[config.mk]
export PLATFORM = sky130hd
export DESIGN_NAME = conv_encoder_tx_flat
export DESIGN_NICKNAME = d
export VERILOG_FILES = /design/src/rtl/conv_encoder_tx_pkg.sv /design/src/rtl/conv_encoder_tx_if.sv /design/src/rtl/conv_encoder_tx.sv /design/src/flat_wrapper.sv
export SDC_FILE = /design/constraint.sdc
export NUM_CORES = 1
export LEC_CHECK = 0
export ABC_AREA = 1
export BUFFER_PORTS_ARGS = -buffer_cell sky130_fd_sc_hd__buf_4
export CAP_MARGIN = 20
export CORE_ASPECT_RATIO = 1.25
export CORE_MARGIN = 2
export CORE_UTILIZATION = 40
export CTS_BUF_LIST = sky130_fd_sc_hd__clkbuf_8 sky130_fd_sc_hd__clkbuf_16
export DETAILED_ROUTE_END_ITERATION = 6
export PLACE_DENSITY = 0.64
export SYNTH_ARGS = -nofsm -noshare
export SYNTH_HDL_FRONTEND = slang
export SYNTH_SLANG_ARGS = --single-unit
[constraint.sdc]
create_clock -name clk -period 1.6 [get_ports clk]
set_input_delay 0.08 -clock clk [delete_from_list [all_inputs] [get_ports clk]]
set_output_delay 0.08 -clock clk [all_outputs]
set_load 0.02 [all_outputs]
[src/rtl/conv_encoder_tx_pkg.sv]
// Shared types and helpers for the rate-1/2, K=3 convolutional encoder.
package conv_enc_pkg;

  typedef enum logic [2:0] {
    IDLE,
    SHIFT,
    WAIT_BYTE,
    TAIL,
    DRAIN
  } state_t;

  localparam logic [2:0]  DEFAULT_G0 = 3'b111;
  localparam logic [2:0]  DEFAULT_G1 = 3'b101;
  localparam int unsigned K          = 3;
  localparam int unsigned TAIL_LEN   = K - 1;

  // r = {s1, s0, b}; each output bit is the parity of r under its generator mask.
  function automatic logic [1:0] conv_sym(input logic [1:0] st, input logic b,
                                          input logic [2:0] g0, input logic [2:0] g1);
    logic [2:0] r;
    r = {st, b};
    return {^(r & g0), ^(r & g1)};
  endfunction

endpackage

[src/rtl/conv_encoder_tx_if.sv]
// Byte-in / symbol-out handshake bundle for conv_encoder_tx.
interface conv_encoder_tx_if #(
  parameter int unsigned CNT_W = 10
);
  logic [7:0]       in_data;
  logic             in_valid;
  logic             in_last;
  logic [2:0]       in_last_bits;
  logic             in_ready;
  logic [1:0]       sym_out;
  logic             sym_valid;
  logic             sym_ready;
  logic             busy;
  logic             frame_done;
  logic [CNT_W-1:0] sym_count;

  modport slave (
    input  in_data, in_valid, in_last, in_last_bits, sym_ready,
    output in_ready, sym_out, sym_valid, busy, frame_done, sym_count
  );

  modport master (
    output in_data, in_valid, in_last, in_last_bits, sym_ready,
    input  in_ready, sym_out, sym_valid, busy, frame_done, sym_count
  );
endinterface

[src/rtl/conv_encoder_tx.sv]
// Rate-1/2 K=3 convolutional encoder: serialises frame bytes LSB first into
// 2-bit symbols and flushes the trellis to state 0 with zero tail bits.
module conv_encoder_tx
  import conv_enc_pkg::*;
#(
  parameter logic [2:0]  G0      = DEFAULT_G0,
  parameter logic [2:0]  G1      = DEFAULT_G1,
  parameter bit          TAIL_EN = 1'b1,
  parameter int unsigned CNT_W   = 10
) (
  input  logic              clk,
  input  logic              rst,
  conv_encoder_tx_if.slave  bus
);

  state_t           state;
  logic [1:0]       enc_state;
  logic [7:0]       shreg;
  logic [3:0]       bits_left;
  logic             last_q;
  logic             tail_cnt;
  logic [1:0]       sym_q;
  logic             sym_valid_q;
  logic             frame_done_q;
  logic [CNT_W-1:0] cnt_q;

  logic       accept;
  logic       fire;
  logic       sym_acc;
  logic [3:0] load_bits;

  assign bus.in_ready   = !rst && (state == IDLE || state == WAIT_BYTE);
  assign bus.sym_out    = sym_q;
  assign bus.sym_valid  = sym_valid_q;
  assign bus.busy       = (state != IDLE);
  assign bus.frame_done = frame_done_q;
  assign bus.sym_count  = cnt_q;

  assign accept    = bus.in_valid && bus.in_ready;
  assign fire      = !sym_valid_q || bus.sym_ready;
  assign sym_acc   = sym_valid_q && bus.sym_ready;
  assign load_bits = (bus.in_last && bus.in_last_bits != 3'd0) ? {1'b0, bus.in_last_bits} : 4'd8;

  always_ff @(posedge clk or posedge rst) begin
    if (rst) begin
      state        <= IDLE;
      enc_state    <= '0;
      shreg        <= '0;
      bits_left    <= '0;
      last_q       <= 1'b0;
      tail_cnt     <= 1'b0;
      sym_q        <= '0;
      sym_valid_q  <= 1'b0;
      frame_done_q <= 1'b0;
      cnt_q        <= '0;
    end else begin
      frame_done_q <= 1'b0;
      // Retire an accepted symbol first; an emitting state below re-arms it.
      if (sym_acc) begin
        sym_valid_q <= 1'b0;
        if (cnt_q != '1) cnt_q <= cnt_q + 1'b1;
      end
      case (state)
        IDLE, WAIT_BYTE: begin
          if (accept) begin
            shreg     <= bus.in_data;
            bits_left <= load_bits;
            last_q    <= bus.in_last;
            state     <= SHIFT;
            if (state == IDLE) cnt_q <= '0;
          end
        end
        SHIFT: begin
          if (fire) begin
            sym_q       <= conv_sym(enc_state, shreg[0], G0, G1);
            sym_valid_q <= 1'b1;
            enc_state   <= {enc_state[0], shreg[0]};
            shreg       <= {1'b0, shreg[7:1]};
            bits_left   <= bits_left - 1'b1;
            if (bits_left == 4'd1) begin
              if (!last_q) begin
                state <= WAIT_BYTE;
              end else if (TAIL_EN) begin
                state    <= TAIL;
                tail_cnt <= 1'b0;
              end else begin
                state <= DRAIN;
              end
            end
          end
        end
        TAIL: begin
          if (fire) begin
            sym_q       <= conv_sym(enc_state, 1'b0, G0, G1);
            sym_valid_q <= 1'b1;
            enc_state   <= {enc_state[0], 1'b0};
            tail_cnt    <= 1'b1;
            if (tail_cnt == 1'(TAIL_LEN - 1)) state <= DRAIN;
          end
        end
        DRAIN: begin
          if (fire) begin
            sym_valid_q  <= 1'b0;
            frame_done_q <= 1'b1;
            enc_state    <= '0;
            state        <= IDLE;
          end
        end
        default: state <= IDLE;
      endcase
    end
  end

endmodule

[src/flat_wrapper.sv]
// flat-port wrapper written by rule: the top's interface ports become plain ports
module conv_encoder_tx_flat import conv_enc_pkg::*;
#(
  parameter logic [2:0]  G0      = DEFAULT_G0,
  parameter logic [2:0]  G1      = DEFAULT_G1,
  parameter bit          TAIL_EN = 1'b1,
  parameter int unsigned CNT_W   = 10
)
  (clk, rst, bus_in_data, bus_in_valid, bus_in_last, bus_in_last_bits, bus_sym_ready, bus_in_ready, bus_sym_out, bus_sym_valid, bus_busy, bus_frame_done, bus_sym_count);
  conv_encoder_tx_if #(.CNT_W(CNT_W)) bus_i ();
  input  logic clk;
  input  logic rst;
  input wire logic [$bits(bus_i.in_data)-1:0] bus_in_data;
  input wire logic [$bits(bus_i.in_valid)-1:0] bus_in_valid;
  input wire logic [$bits(bus_i.in_last)-1:0] bus_in_last;
  input wire logic [$bits(bus_i.in_last_bits)-1:0] bus_in_last_bits;
  input wire logic [$bits(bus_i.sym_ready)-1:0] bus_sym_ready;
  output wire logic [$bits(bus_i.in_ready)-1:0] bus_in_ready;
  output wire logic [$bits(bus_i.sym_out)-1:0] bus_sym_out;
  output wire logic [$bits(bus_i.sym_valid)-1:0] bus_sym_valid;
  output wire logic [$bits(bus_i.busy)-1:0] bus_busy;
  output wire logic [$bits(bus_i.frame_done)-1:0] bus_frame_done;
  output wire logic [$bits(bus_i.sym_count)-1:0] bus_sym_count;
  assign bus_i.in_data = bus_in_data;
  assign bus_i.in_valid = bus_in_valid;
  assign bus_i.in_last = bus_in_last;
  assign bus_i.in_last_bits = bus_in_last_bits;
  assign bus_i.sym_ready = bus_sym_ready;
  assign bus_in_ready = bus_i.in_ready;
  assign bus_sym_out = bus_i.sym_out;
  assign bus_sym_valid = bus_i.sym_valid;
  assign bus_busy = bus_i.busy;
  assign bus_frame_done = bus_i.frame_done;
  assign bus_sym_count = bus_i.sym_count;
  conv_encoder_tx #(.G0(G0), .G1(G1), .TAIL_EN(TAIL_EN), .CNT_W(CNT_W)) u_core (.clk(clk), .rst(rst), .bus(bus_i));
endmodule
# After elaboration in Yosys (flattened, before gate mapping)
# Cells that the tools add are included.
[op_classes] n_mux=38 n_addsub=2 reduce_logical=26 eq_ne=13
[op_table] operator="10-bit two-way mux" n=5
[op_table] operator="3-bit two-way mux" n=6
[op_table] operator="8-bit two-way mux" n=2
[op_table] operator="8-bit case mux with 2 select lines" n=1
[op_table] operator="2-bit by 1-bit inequality test with 1-bit output, second input constant" n=7
[op_table] operator="4-bit two-way mux" n=3
[op_table] operator="3-bit case mux with 4 select lines" n=1
[op_table] operator="3-bit parity" n=4
[op_table] operator="10-bit by 1-bit adder with 10-bit output, second input constant" n=1
[op_table] operator="1-bit two-way mux" n=10
[op_table] operator="2-bit two-way mux" n=5
[op_table] operator="10-bit inequality test, second input constant" n=1
[op_table] operator="3-bit nonzero test" n=3
[op_table] operator="4-bit case mux with 2 select lines" n=1
[op_table] operator="3-bit by 2-bit equality test with 1-bit output, second input constant" n=2
[op_table] operator="2-bit case mux with 3 select lines" n=1
[op_table] operator="3-bit AND reduction" n=2
[op_table] operator="6-bit AND reduction" n=1
[op_table] operator="5-bit AND reduction" n=1
[op_table] operator="4-bit by 1-bit equality test with 1-bit output, second input constant" n=1
[op_table] operator="1-bit logical AND" n=4
[op_table] operator="1-bit case mux with 2 select lines" n=2
[op_table] operator="2-bit case mux with 2 select lines" n=1
[op_table] operator="4-bit AND reduction" n=1
[op_table] operator="other kinds (9)" n=13
[totals] in_bits=16 output_inout_bits=16 register_bits=33 word_cells=89

# Logic depth before layout (Yosys ltp)
# Gate-level depths: netlist of the first run.
[logic_depth] depth_word=6 ltp_mapped=9 ltp_nobuf=9

# Worst setup path before layout of the first run
# OpenSTA, ideal clock, no wires.
[synth_path] kind="register -> register" startpoint="register u_core.cnt_q[0] (netlist: u_core.bus.sym_count[0])" endpoint="register u_core.cnt_q[8] (netlist: u_core.bus.sym_count[8])" setup_slack_ns=0.132 required_time_ns=1.485 setup_time_ns=0.115 path_buffers=0 t_arrival_ns=1.352 synth_period_minus_slack_ns=1.468 path_stages_with_launch=9 path_cell_list="dfrtp_1 -> ha_1 -> nand2_1 -> nor2_1 -> nand2_1 -> nor2_1 -> or2_2 -> inv_1 -> nor2_1"
[synth_between] elab_chain_len=6 word_cells_on_any_way=7 cone_classes="add/sub: 1; eq/ne: 1; mux: 5"
[synth_rtl] item="start: declaration" line_no="conv_encoder_tx.sv:25" rtl="logic [CNT_W-1:0] cnt_q;"
[synth_rtl] item="start signal: assignment" line_no="conv_encoder_tx.sv:61" rtl="if (cnt_q != '1) cnt_q <= cnt_q + 1'b1;"
[synth_rtl] item="10-bit by 1-bit adder with 10-bit output / 10-bit inequality test (equally long branches)" line_no="conv_encoder_tx.sv:61"
[synth_rtl] item="10-bit two-way mux (*)" line_no="conv_encoder_tx.sv:61"
[synth_rtl] item="10-bit two-way mux (*)" line_no="conv_encoder_tx.sv:59" rtl="if (sym_acc) begin"
[synth_rtl] item="10-bit two-way mux" line_no="conv_encoder_tx.sv:70" rtl="if (state == IDLE) cnt_q <= '0;"
[synth_rtl] item="10-bit two-way mux" line_no="conv_encoder_tx.sv:65" rtl="if (accept) begin"
[synth_rtl] item="10-bit two-way mux (*)" line_no="conv_encoder_tx.sv:63" rtl="case (state)"
# Every way passes the cells marked *; elsewhere a longest branch is shown, timed or not.
# A chain may end at the register's enable or synchronous reset.

# Worst setup path in the final report of the first run
# Same ends and word-level chain as after synthesis.

==> results.txt, run 1 <==
commonest non-fill, non-tap cell in the layout: nand2_1
Die Span X: 65.5 um
Worst-Skew Late Latency: 0.28 ns
setup total negative slack: 0 ns
layout cells sized above 1: 0.214
Die ar.: 5300 um2
routed wire length per instance: 11.5 um
router iterations before antenna repair: 5
CP Launch Type: flop
initial antenna violation count: 0
overall routing resource usage: 0.172
YS warnings: 0
pre-CTS setup slack: 0.132 ns
nets: 313
status: complete, no violations
Starting Density: 0.421
Crit Path Class: flop to flop
most frequent cells in the layout: nand2_1 (67), inv_1 (35), buf_4 (35)
H-Tree Depth: 2
I/O pins: 32
Final Cycle Share: 0.916
largest family of logic cells by synthesized area: simple AND/OR/NAND/NOR gates
Residual DRC: 0
DRT Wirelength: 4040 um
adder-cell share of the synthesized area: 0.0199
Post-Syn Area: 1890 um2
Tightest Hold Check Type: input port to flop
crit path time final: 1.47 ns
Core Region: 4490 um2
ANT cells: 0
pwr/cell area: 1810 nW/um2
Mean Syn Cell Area: 7.47 um2
register area share after synthesis: 0.437
multiplexer share of the synthesized area: 0
Post-CTS Setup Bufs: 0
share of the synthesized area in the top cell type: 0.437
CTS sink count: 33
Simple-Gate Fraction of Synth Area: 0.326
global placer's final weighted congestion: 0.790
maximum VDD drop: 0.919 mV
Distinct cells, synth: 27
worst setup margin: 0.134 ns
CTS tree: yes
Seq cells post-synth: 33
post-synthesis compound-gate area fraction: 0.127
via count: 1763
Net Count, Synth: 272
biggest area consumer among synthesized cells: dfrtp_1
xor/xnor share of the synthesized area: 0.00463
final max-slew violation count: 0
Worst Path Max Fanout: 6
first-pass GRT wire length: 6960 um
Static Leak: 1.18 nW
CTS Buf Count: 5
Power Total: 4.20 mW
Setup violations, final: 0
Slew Limit Headroom: 0.712
R2R setup slack: 0.13 ns
slowest stage delay, CP: 0.44 ns
count of port buffers added during placement: 31
Achievable Freq: 682 MHz
Req. time, crit path: 1.78 ns
FP Rows: 27
Worst-path clk slew: 0.07 ns
Vias/cell: 4.99
endpoints failing hold: 0
Max Cap Viol: 0
vias in the first global route: 1621
most frequent CP cell: nor2_1
clk buf depth: 2
grt ovf: 0
RSZ-0062 raised after global routing: no
P&R area growth vs syn: 22.8%
critical-path cell list: ha_1, nand2_1, nor2_1, nand2_1, nor2_1, or2_2, inv_1, nor2_1
pin count of the biggest net entering global routing: 34
DPL Wire Length: 2960 um
Crit-path slowest cell: dfrtp_2
Die H: 80.9 um
Post-DRT Antenna Nets: 0
Post-Syn Instances: 253
CTS Root Cell: clkbuf_8
skew final: 0.00387 ns
ranking of synthesized cells by area: dfrtp_1 (44%), nand2_1 (13%), inv_1 (6.9%)
Fill cells: 456
final hold slack: 0.0180 ns
drt initial violations: 93
WP data arrival: 1.64 ns
pin slew with the least headroom to its limit: 0.432 ns
endpoint class of the critical path: flop
==> where the power goes <==
part	internal [mW]	leakage (nW)	switching (mW)
clock network	0.389	0.0542	0.302
registers	1.17	0.417	0.269
logic	0.769	0.711	1.31
==> synth_stat cells, drive strengths merged <==
cell	instances
nand3b	1
or2	2
nor2	33
dfrtp	33
nor3	3
nand2	71
o22ai	2
xor2	1
o211ai	6
nand4	10
inv	38
nand3	15
o21ai	22
a31oi	1
buf	2
a21oi	10
ha	3
==> area by class of cell <==
cell class | count | area [um2] | share of cell area
Clock buffer | 7 | 96.3 | 0.0415
Clock inverter | 1 | 5.00 | 0.00216
Inverter | 38 | 143 | 0.0614
Multi-Input combinational cell | 180 | 906 | 0.390
Sequential cell | 33 | 827 | 0.356
Tap cell | 58 | 72.6 | 0.0312
Timing Repair Buffer | 36 | 273 | 0.117
==> sequential cells by signal (all words and copies together), names as in the netlist <==
register / cells
u_core.tail_cnt: 1
u_core.enc_state: 2
u_core.bus.sym_count: 10
u_core.shreg: 8
u_core.bus.sym_valid: 1
u_core.bus.sym_out: 2
u_core.state: 3
u_core.bus.frame_done: 1
u_core.bits_left: 4
u_core.last_q: 1
==> final timing paths <==
kind                                                   start                                end  cells after the start
min in group asynchronous                                rst        u_core.state[0]$_DFFE_PP0P_                      4
hold reg to reg              u_core.enc_state[0]$_DFFE_PP0P_  u_core.bus.sym_out[1]$_DFFE_PP0P_                      1
hold / removal                                bus_in_data[7]        u_core.shreg[7]$_DFFE_PP0P_                      3
setup / recovery           u_core.bus.sym_count[0]$_DFF_PP0_  u_core.bus.sym_count[8]$_DFF_PP0_                      8
max in group asynchronous                                rst  u_core.bus.sym_count[0]$_DFF_PP0_                      4
setup reg to reg           u_core.bus.sym_count[0]$_DFF_PP0_  u_core.bus.sym_count[8]$_DFF_PP0_                      8
==> critical path: cells and delay by family (launching register included) <==
kind | cells | cell delay (ns)
buffers and inverters | 1 | 0.05
AND/OR/NAND/NOR | 6 | 0.64
adder cells (fa/ha/maj) | 1 | 0.23
flip-flops | 1 | 0.44
==> per-layer routing <==
layer / global-route usage / share of wire
met3: 0.0457 / 0.047
met1: 0.206 / 0.45
met2: 0.279 / 0.48
met4: 0.0958 / 0.027
met5: 0 / 0
==> kinds of logic (layout without fill, tap and decap cells) <==
logic type	after synthesis	count (layout)
xor gates and xnor gates	1	1
AOI/OAI and AO/OA	41	41
buffers and inverters	40	82
adders and majority gates	3	3
and+or+nand+nor	135	135
DFF	33	33
==> stage by stage <==
| stage | area [um2] | cells | utilization |
|---|---|---|---|
| 6_report | 2320 | 353 | 0.517 |
| 5_1_grt | 2320 | 353 | 0.517 |
| 4_1_cts | 2320 | 353 | 0.516 |
| 3_5_place_dp | 2210 | 344 | 0.491 |
| 3_3_place_gp | 2210 | 344 | 0.491 |
| 2_1_floorplan | 1890 | 253 | - |
==> timing repair <==
action | CTS | global route
endpoints found under the hold margin | 33 | 0
gates resized for setup | 0 | 2
setup endpoints to repair | 0 | 4
hold buffers | 1 | 0
Power figures use the tool's default switching activity.
==> run 2, diff against run 1 <==
--- a/config.mk
+++ b/config.mk
@@ -14,6 +14,7 @@
 export CTS_BUF_LIST = sky130_fd_sc_hd__clkbuf_8 sky130_fd_sc_hd__clkbuf_16
 export DETAILED_ROUTE_END_ITERATION = 6
 export PLACE_DENSITY = 0.64
+export RECOVER_POWER = 50
 export SYNTH_ARGS = -nofsm -noshare
 export SYNTH_HDL_FRONTEND = slang
 export SYNTH_SLANG_ARGS = --single-unit
==> constraint.sdc (replaced) <==
create_clock -name clk -period 1.6 [get_ports clk]
set_input_delay 0.08 -clock clk [delete_from_list [all_inputs] [get_ports clk]]
set_output_delay 0.08 -clock clk [all_outputs]
set_load 0.005 [all_outputs]
==> run 2 against run 1 <==
Net effect: final area shrank 0.38%; register-to-register slack about the same; sequential cell count is the same; utilization decreased by 0.20 points; non-clock buffer count unchanged; clock power hardly changed; die area stayed put; count of clock-buffer cells in the layout unchanged; critical path depth unchanged; sequential power hardly changed; final cell count did not move; first-iteration DRC count increased by 5.4%; critical endpoint unchanged; largest cell class unchanged.
==> results.txt, run 2 (same netlist as run 1, synthesis figures left out) <==
Crit Path Class: flop to flop (unchanged)
Vias/cell: 4.97 (was 4.99)
Top Metal Used: met4 (unchanged)
CTS sink count: 33 (unchanged)
pre-CTS setup slack: 0.132 ns (unchanged)
DPL Wire Length: 2960 um (unchanged)
maximum VDD drop: 0.919 mV (about the same)
H-Tree Depth: 2 (unchanged)
Setup violations, final: 0 (unchanged)
initial antenna violation count: 0 (unchanged)
fin cells: 353 (unchanged)
setup total negative slack: 0 ns (unchanged)
Die H: 80.9 um (unchanged)
grt ovf: 0 (unchanged)
Cell Count Post-Placement: 344 (unchanged)
Worst-path clk slew: 0.07 ns (about the same)
metal3 WL: 181 um (was 190 um)
drt initial violations: 98 (was 93)
worst setup margin: 0.134 ns (about the same)
metal2 WL: 1910 um (was 1920 um)
crit path time final: 1.47 ns (about the same)
routed wire length per instance: 11.4 um (was 11.5 um)
vias in the first global route: 1621 (unchanged)
Die Span X: 65.5 um (unchanged)
Final Cycle Share: 0.916 (about the same)
Req. time, crit path: 1.78 ns (about the same)
RSZ-0062 raised after global routing: no (unchanged)
Worst Path Max Fanout: 6 (unchanged)
DRT Wirelength: 4020 um (was 4040 um)
Tightest Hold Check Type: input port to flop (unchanged)
via count: 1754 (was 1763)
Residual DRC: 0 (unchanged)
most frequent cells in the layout: nand2_1 (67), inv_1 (35), dfrtp_1 (32) (was nand2_1 (67), inv_1 (35), buf_4 (35))
Achievable Freq: 682 MHz (about the same)
clk buf depth: 2 (unchanged)
nets: 313 (unchanged)
CTS Root Cell: clkbuf_8 (unchanged)
overall routing resource usage: 0.172 (unchanged)
layout cells sized above 1: 0.207 (was 0.214)
pwr/cell area: 1750 nW/um2 (was 1810 nW/um2)
Static Leak: 1.18 nW (about the same)
Starting Density: 0.421 (unchanged)
count of port buffers added during placement: 31 (unchanged)
Post-CTS Setup Bufs: 0 (unchanged)
FP Rows: 27 (unchanged)
max reg flops: 10 (unchanged)
final max-slew violation count: 0 (unchanged)
Post-DRT Antenna Nets: 0 (unchanged)
Slew Limit Headroom: 0.445 (was 0.712)
CP Launch Type: flop (unchanged)
P&R area growth vs syn: 22.4% (was 22.8%)
Worst-Skew Late Latency: 0.28 ns (about the same)
endpoint class of the critical path: flop (unchanged)
met1 WL: 1820 um (about the same)
endpoints failing hold: 0 (unchanged)
router iterations before antenna repair: 4 (was 5)
Max Cap Viol: 0 (unchanged)
skew final: 0.00377 ns (was 0.00387 ns)
CTS Buf Count: 5 (unchanged)
pin slew with the least headroom to its limit: 0.833 ns (was 0.432 ns)
global placer's final weighted congestion: 0.790 (unchanged)
CTS tree: yes (unchanged)
WP data arrival: 1.64 ns (about the same)
commonest non-fill, non-tap cell in the layout: nand2_1 (unchanged)
I/O pins: 32 (unchanged)
pin count of the biggest net entering global routing: 34 (unchanged)
status: complete, no violations (unchanged)
ANT cells: 0 (unchanged)
Die ar.: 5300 um2 (unchanged)
Core Region: 4490 um2 (unchanged)
first-pass GRT wire length: 6960 um (unchanged)
-- run 2: cell types whose count changed in the layout (fill, tap and decap cells not counted), sizes merged --
cell and change:
buf -8, clkbuf +8
-- run 2: worst max-delay path, stage by stage, from the launching register on --
cell and delay, ns:
dfrtp_2 0.44, ha_1 0.23, nand2_1 0.12, nor2_1 0.06, nand2_1 0.10, nor2_1 0.06
or2_2 0.27, inv_1 0.05, nor2_1 0.03
-- run 2: final cells by class --
class                      count  area [um2]
fill                         458        2180
multi-input combinational    180         903
sequential                    33         827
timing repair buffer          36         267
inverter                      38         143
clock buffer                   7        96.3
tap                           58        72.6
clock inverter                 1        5.00
-- run 2: per-layer routing --
layer,vias to the layer above,GRT usage
met2,41,0.279
met3,11,0.0457
met4,0,0.0958
met5,-,0
li1,900,-
met1,802,0.206
-- run 2: through the flow --
| stage | cell area (um2) | hold WS (ns) | total power [mW] | util |
|---|---|---|---|---|
| 6_report | 2310 | 0.0147 | 4.05 | 0.515 |
| 4_1_cts | 2320 | 0.00166 | 4.10 | 0.516 |
| 2_1_floorplan | 1890 | 0.190 | 2.84 | - |
| 5_1_grt | 2310 | 0.0146 | 4.46 | 0.515 |
| 3_5_place_dp | 2210 | 0.240 | 3.38 | 0.491 |
| 3_3_place_gp | 2210 | 0.243 | 3.33 | 0.491 |
-- run 2: power breakdown --
part | total (mW) | internal, mW | switching, mW
Sequential | 1.43 | 1.17 | 0.267
Combinational | 1.93 | 0.754 | 1.17
Clock | 0.691 | 0.389 | 0.302
-- run 2: timing repair --
action	CTS	global route
gates resized for setup	0	2
hold endpoints to repair	33	0
hold buffers	1	0
endpoints found under the setup margin	0	4
-- run 2: final timing paths --
| path | startpoint | end | slack [ns] | depth (start not counted) |
|---|---|---|---|---|
| max in group asynchronous | rst | u_core.bus.sym_count[0]$_DFF_PP0_ | 0.38 | 4 |
| hold reg to reg | u_core.shreg[7]$_DFFE_PP0P_ | u_core.shreg[7]$_DFFE_PP0P_ | 0.47 | 2 |
| hold / removal | bus_in_data[7] | u_core.shreg[7]$_DFFE_PP0P_ | 0.01 | 3 |
| min in group asynchronous | rst | u_core.state[0]$_DFFE_PP0P_ | 0.63 | 4 |
| setup / recovery | u_core.bus.sym_count[0]$_DFF_PP0_ | u_core.bus.sym_count[8]$_DFF_PP0_ | 0.13 | 8 |
| setup reg to reg | u_core.bus.sym_count[0]$_DFF_PP0_ | u_core.bus.sym_count[8]$_DFF_PP0_ | 0.13 | 8 |
==> run 3, diff against run 2 <==
--- a/config.mk
+++ b/config.mk
@@ -5,7 +5,6 @@
 export SDC_FILE = /design/constraint.sdc
 export NUM_CORES = 1
 export LEC_CHECK = 0
-export ABC_AREA = 1
 export BUFFER_PORTS_ARGS = -buffer_cell sky130_fd_sc_hd__buf_4
 export CAP_MARGIN = 20
 export CORE_ASPECT_RATIO = 1.25
==> run 3 against run 2 <==
Net effect: via count is 12% lower; largest cell class unchanged; synthesized cell count is 27% lower; combinational power hardly changed; sequential cell count stayed put; non-clock buffer count is 20 higher.
==> results.txt, run 3 <==
status: complete, no violations (unchanged)
Die Span X: 64.1 um (was 65.5 um)
Hold Startpoint: bus_in_data[7] (unchanged)
CTS Buf Count: 5 (unchanged)
nets: 256 (was 313)
Max Cap Viol: 0 (unchanged)
layout cells sized above 1: 0.304 (was 0.207)
Starting Density: 0.411 (was 0.421)
Setup violations, final: 0 (unchanged)
Achievable Freq: 646 MHz (was 682 MHz)
Die ar.: 5070 um2 (was 5300 um2)
final instance area: 2380 um2 (was 2310 um2)
overall routing resource usage: 0.168 (was 0.172)
initial antenna violation count: 0 (unchanged)
ANT cells: 0 (unchanged)
maximum VDD drop: 0.758 mV (was 0.919 mV)
Tightest Hold Check Type: input port to flop (unchanged)
router iterations before antenna repair: 4 (unchanged)
grt ovf: 0 (unchanged)
Distinct cells, synth: 47 (was 27)
Crit Path Class: flop to primary output (was flop to flop)
Mean Syn Cell Area: 9.82 um2 (was 7.47 um2)
biggest area consumer among synthesized cells: dfrtp_1 (unchanged)
Core Region: 4390 um2 (was 4490 um2)
setup total negative slack: 0 ns (unchanged)
Reg power frac: 0.357 (was 0.354)
sw frac: 0.373 (was 0.430)
switching pwr: 1.49 mW (was 1.74 mW)
CP Launch Type: flop (unchanged)
vias in the first global route: 1502 (was 1621)
Worst-Skew Late Latency: 0.28 ns (about the same)
Post-Syn Area: 1810 um2 (was 1890 um2)
pwr/cell area: 1680 nW/um2 (was 1750 nW/um2)
placed cell areas: 2230 um2 (was 2210 um2)
Post-Syn Instances: 184 (was 253)
Cell Count Post-Placement: 284 (was 344)
via count: 1544 (was 1754)
FP Rows: 27 (unchanged)
clk buf depth: 2 (unchanged)
routed wire length per instance: 13.4 um (was 11.4 um)
fin cells: 295 (was 353)
Net Count, Synth: 203 (was 272)
Die H: 79.1 um (was 80.9 um)
ranking of synthesized cells by area: dfrtp_1 (46%), mux2i_1 (5.0%), nand2_1 (4.2%) (was dfrtp_1 (44%), nand2_1 (13%), inv_1 (6.9%))
Worst-path clk slew: 0.07 ns (about the same)
CTS sink count: 33 (unchanged)
most frequent cells in the layout: buf_4 (46), dfrtp_1 (33), nand2_1 (20) (was nand2_1 (67), inv_1 (35), dfrtp_1 (32))
commonest cells in the netlist: dfrtp_1 (33), nand2_1 (20), nor2_1 (17) (was nand2_1 (67), inv_1 (35), dfrtp_1 (33))
DPL Wire Length: 2850 um (was 2960 um)
worst setup margin: 0.0526 ns (was 0.134 ns)
P&R area growth vs syn: 31.7% (was 22.4%)
max reg flops: 10 (unchanged)
asr flop ratio synth: 1.00 (unchanged)
Vias/cell: 5.23 (was 4.97)
Req. time, crit path: 1.52 ns (was 1.78 ns)
endpoint class of the critical path: primary output (was flop)
count leader, synth: dfrtp_1 (was nand2_1)
global placer's final weighted congestion: 0.786 (was 0.790)
crit path time final: 1.55 ns (was 1.47 ns)
WP data arrival: 1.47 ns (was 1.64 ns)
final max-slew violation count: 0 (unchanged)
I/O pins: 32 (unchanged)
Comb power frac: 0.486 (was 0.476)
Top FF cell, synth: dfrtp_1 (unchanged)
H-Tree Depth: 2 (unchanged)
Residual DRC: 0 (unchanged)
pre-CTS setup slack: -0.00418 ns (was 0.132 ns)
Worst Path Max Fanout: 9 (was 6)
RSZ-0062 raised after global routing: yes (was no)
Post-synth EDFFs: 0 (unchanged)
Post-DRT Antenna Nets: 0 (unchanged)
Final Cycle Share: 0.967 (was 0.916)
count of port buffers added during placement: 31 (unchanged)
endpoints failing hold: 0 (unchanged)
Seq cells post-synth: 33 (unchanged)
YS warnings: 0 (unchanged)
drt initial violations: 48 (was 98)
clock group share of total power: 0.156 (was 0.170)
Power Internal: 2.51 mW (was 2.31 mW)
Slew Limit Headroom: 0.430 (was 0.445)
CTS tree: yes (unchanged)
commonest non-fill, non-tap cell in the layout: buf_4 (was nand2_1)
crit path from: u_core.state[0]$_DFFE_PP0P_ (was u_core.bus.sym_count[0]$_DFF_PP0_)
worst r2r src: u_core.state[1]$_DFFE_PP0P_ (was u_core.bus.sym_count[0]$_DFF_PP0_)
Static Leak: 1.11 nW (was 1.18 nW)
DRT Wirelength: 3960 um (was 4020 um)
CTS Root Cell: clkbuf_8 (unchanged)
pin count of the biggest net entering global routing: 34 (unchanged)
skew final: 0.00564 ns (was 0.00377 ns)
Power Total: 3.99 mW (was 4.05 mW)
pin slew with the least headroom to its limit: 0.856 ns (was 0.833 ns)
share of the synthesized area in the top cell type: 0.457 (was 0.437)
first-pass GRT wire length: 6810 um (was 6960 um)
register area share after synthesis: 0.457 (was 0.437)
run 3: cell count changes after synthesis, moves of 5 or more:
cell and change:
a211oi_1 +5, a31oi_1 +6, inv_1 -28, mux2i_1 +9, nand2_1 -47, nand3_1 -13
nand4_1 -5, nor2_1 -12, o211ai_1 -5, o21ai_1 -7, xnor2_1 +5
run 3: path summary, 6_finish.rpt:
check,endpoint,slack (ns),cells after the start
max,bus_busy,0.05,4
min,u_core.shreg[7]$_DFFE_PP0P_,0.03,2
max reg2reg,u_core.bits_left[2]$_DFFE_PP0P_,0.06,4
min reg2reg,u_core.bus.sym_out[0]$_DFFE_PP0P_,0.48,2
max in group asynchronous,u_core.shreg[5]$_DFFE_PP0P_,0.39,4
min in group asynchronous,u_core.state[0]$_DFFE_PP0P_,0.67,4
run 3: kinds of logic (layout without fill, tap and decap cells):
family | Yosys count | after routing | share of synthesized area
xor gates and xnor gates | 6 | 6 | 0.0367
and+or+nand+nor | 67 | 67 | 0.204
adders and majority gates | 3 | 3 | 0.0208
AOI/OAI and AO/OA | 48 | 48 | 0.181
DFF | 33 | 33 | 0.457
buffers and inverters | 17 | 70 | 0.0443
muxes | 10 | 10 | 0.0561
run 3: layout make-up:
class / instances / area (um2)
Fill cell: 424 / 2010
Multi-Input combinational cell: 134 / 932
Sequential cell: 33 / 826
Timing Repair Buffer: 56 / 437
Clock buffer: 6 / 82.6
Tap cell: 58 / 72.6
Inverter: 7 / 26.3
Clock inverter: 1 / 3.75
run 3: timing repair:
action | CTS | global route
gates resized for setup | 2 | 5
pin swaps | 0 | 2
endpoints found under the hold margin | 33 | 0
setup buffers | 0 | 3
hold buffers | 1 | 0
setup endpoints to repair | 1 | 15
run 3: critical path, stage by stage, from the launching register on:
cell and delay (ns):
dfrtp_1 0.40, buf_6 0.14, buf_4 0.15, or3_1 0.35, buf_4 0.14
run 3: per-stage QoR:
stage / hold slack (ns) / util
floorplan: 0.190 / -
global placement: 0.280 / 0.507
detailed placement: 0.275 / 0.507
CTS: 0.0173 / 0.531
global route: 0.0246 / 0.542
finish: 0.0283 / 0.542
run 3: routing by layer:
| layer | global-route usage | part of all wire | routed length [um] |
|---|---|---|---|
| met1 | 0.207 | 0.47 | 1850 |
| met2 | 0.294 | 0.48 | 1910 |
| met3 | 0.0354 | 0.037 | 146 |
| met4 | 0.0511 | 0.012 | 46 |
| met5 | 0 | 0 | 0 |
run 3: power by group through the flow:
| stage | Sequential [mW] | Clock [mW] | Combinational [mW] |
|---|---|---|---|
| after floorplan | 1.38 | 0 | 1.28 |
| after global placement | 1.42 | 0 | 1.86 |
| after detailed placement | 1.43 | 0 | 1.89 |
| after CTS | 1.42 | 0.648 | 1.91 |
| after global routing | 1.47 | 0.667 | 2.18 |
| final | 1.43 | 0.624 | 1.94 |
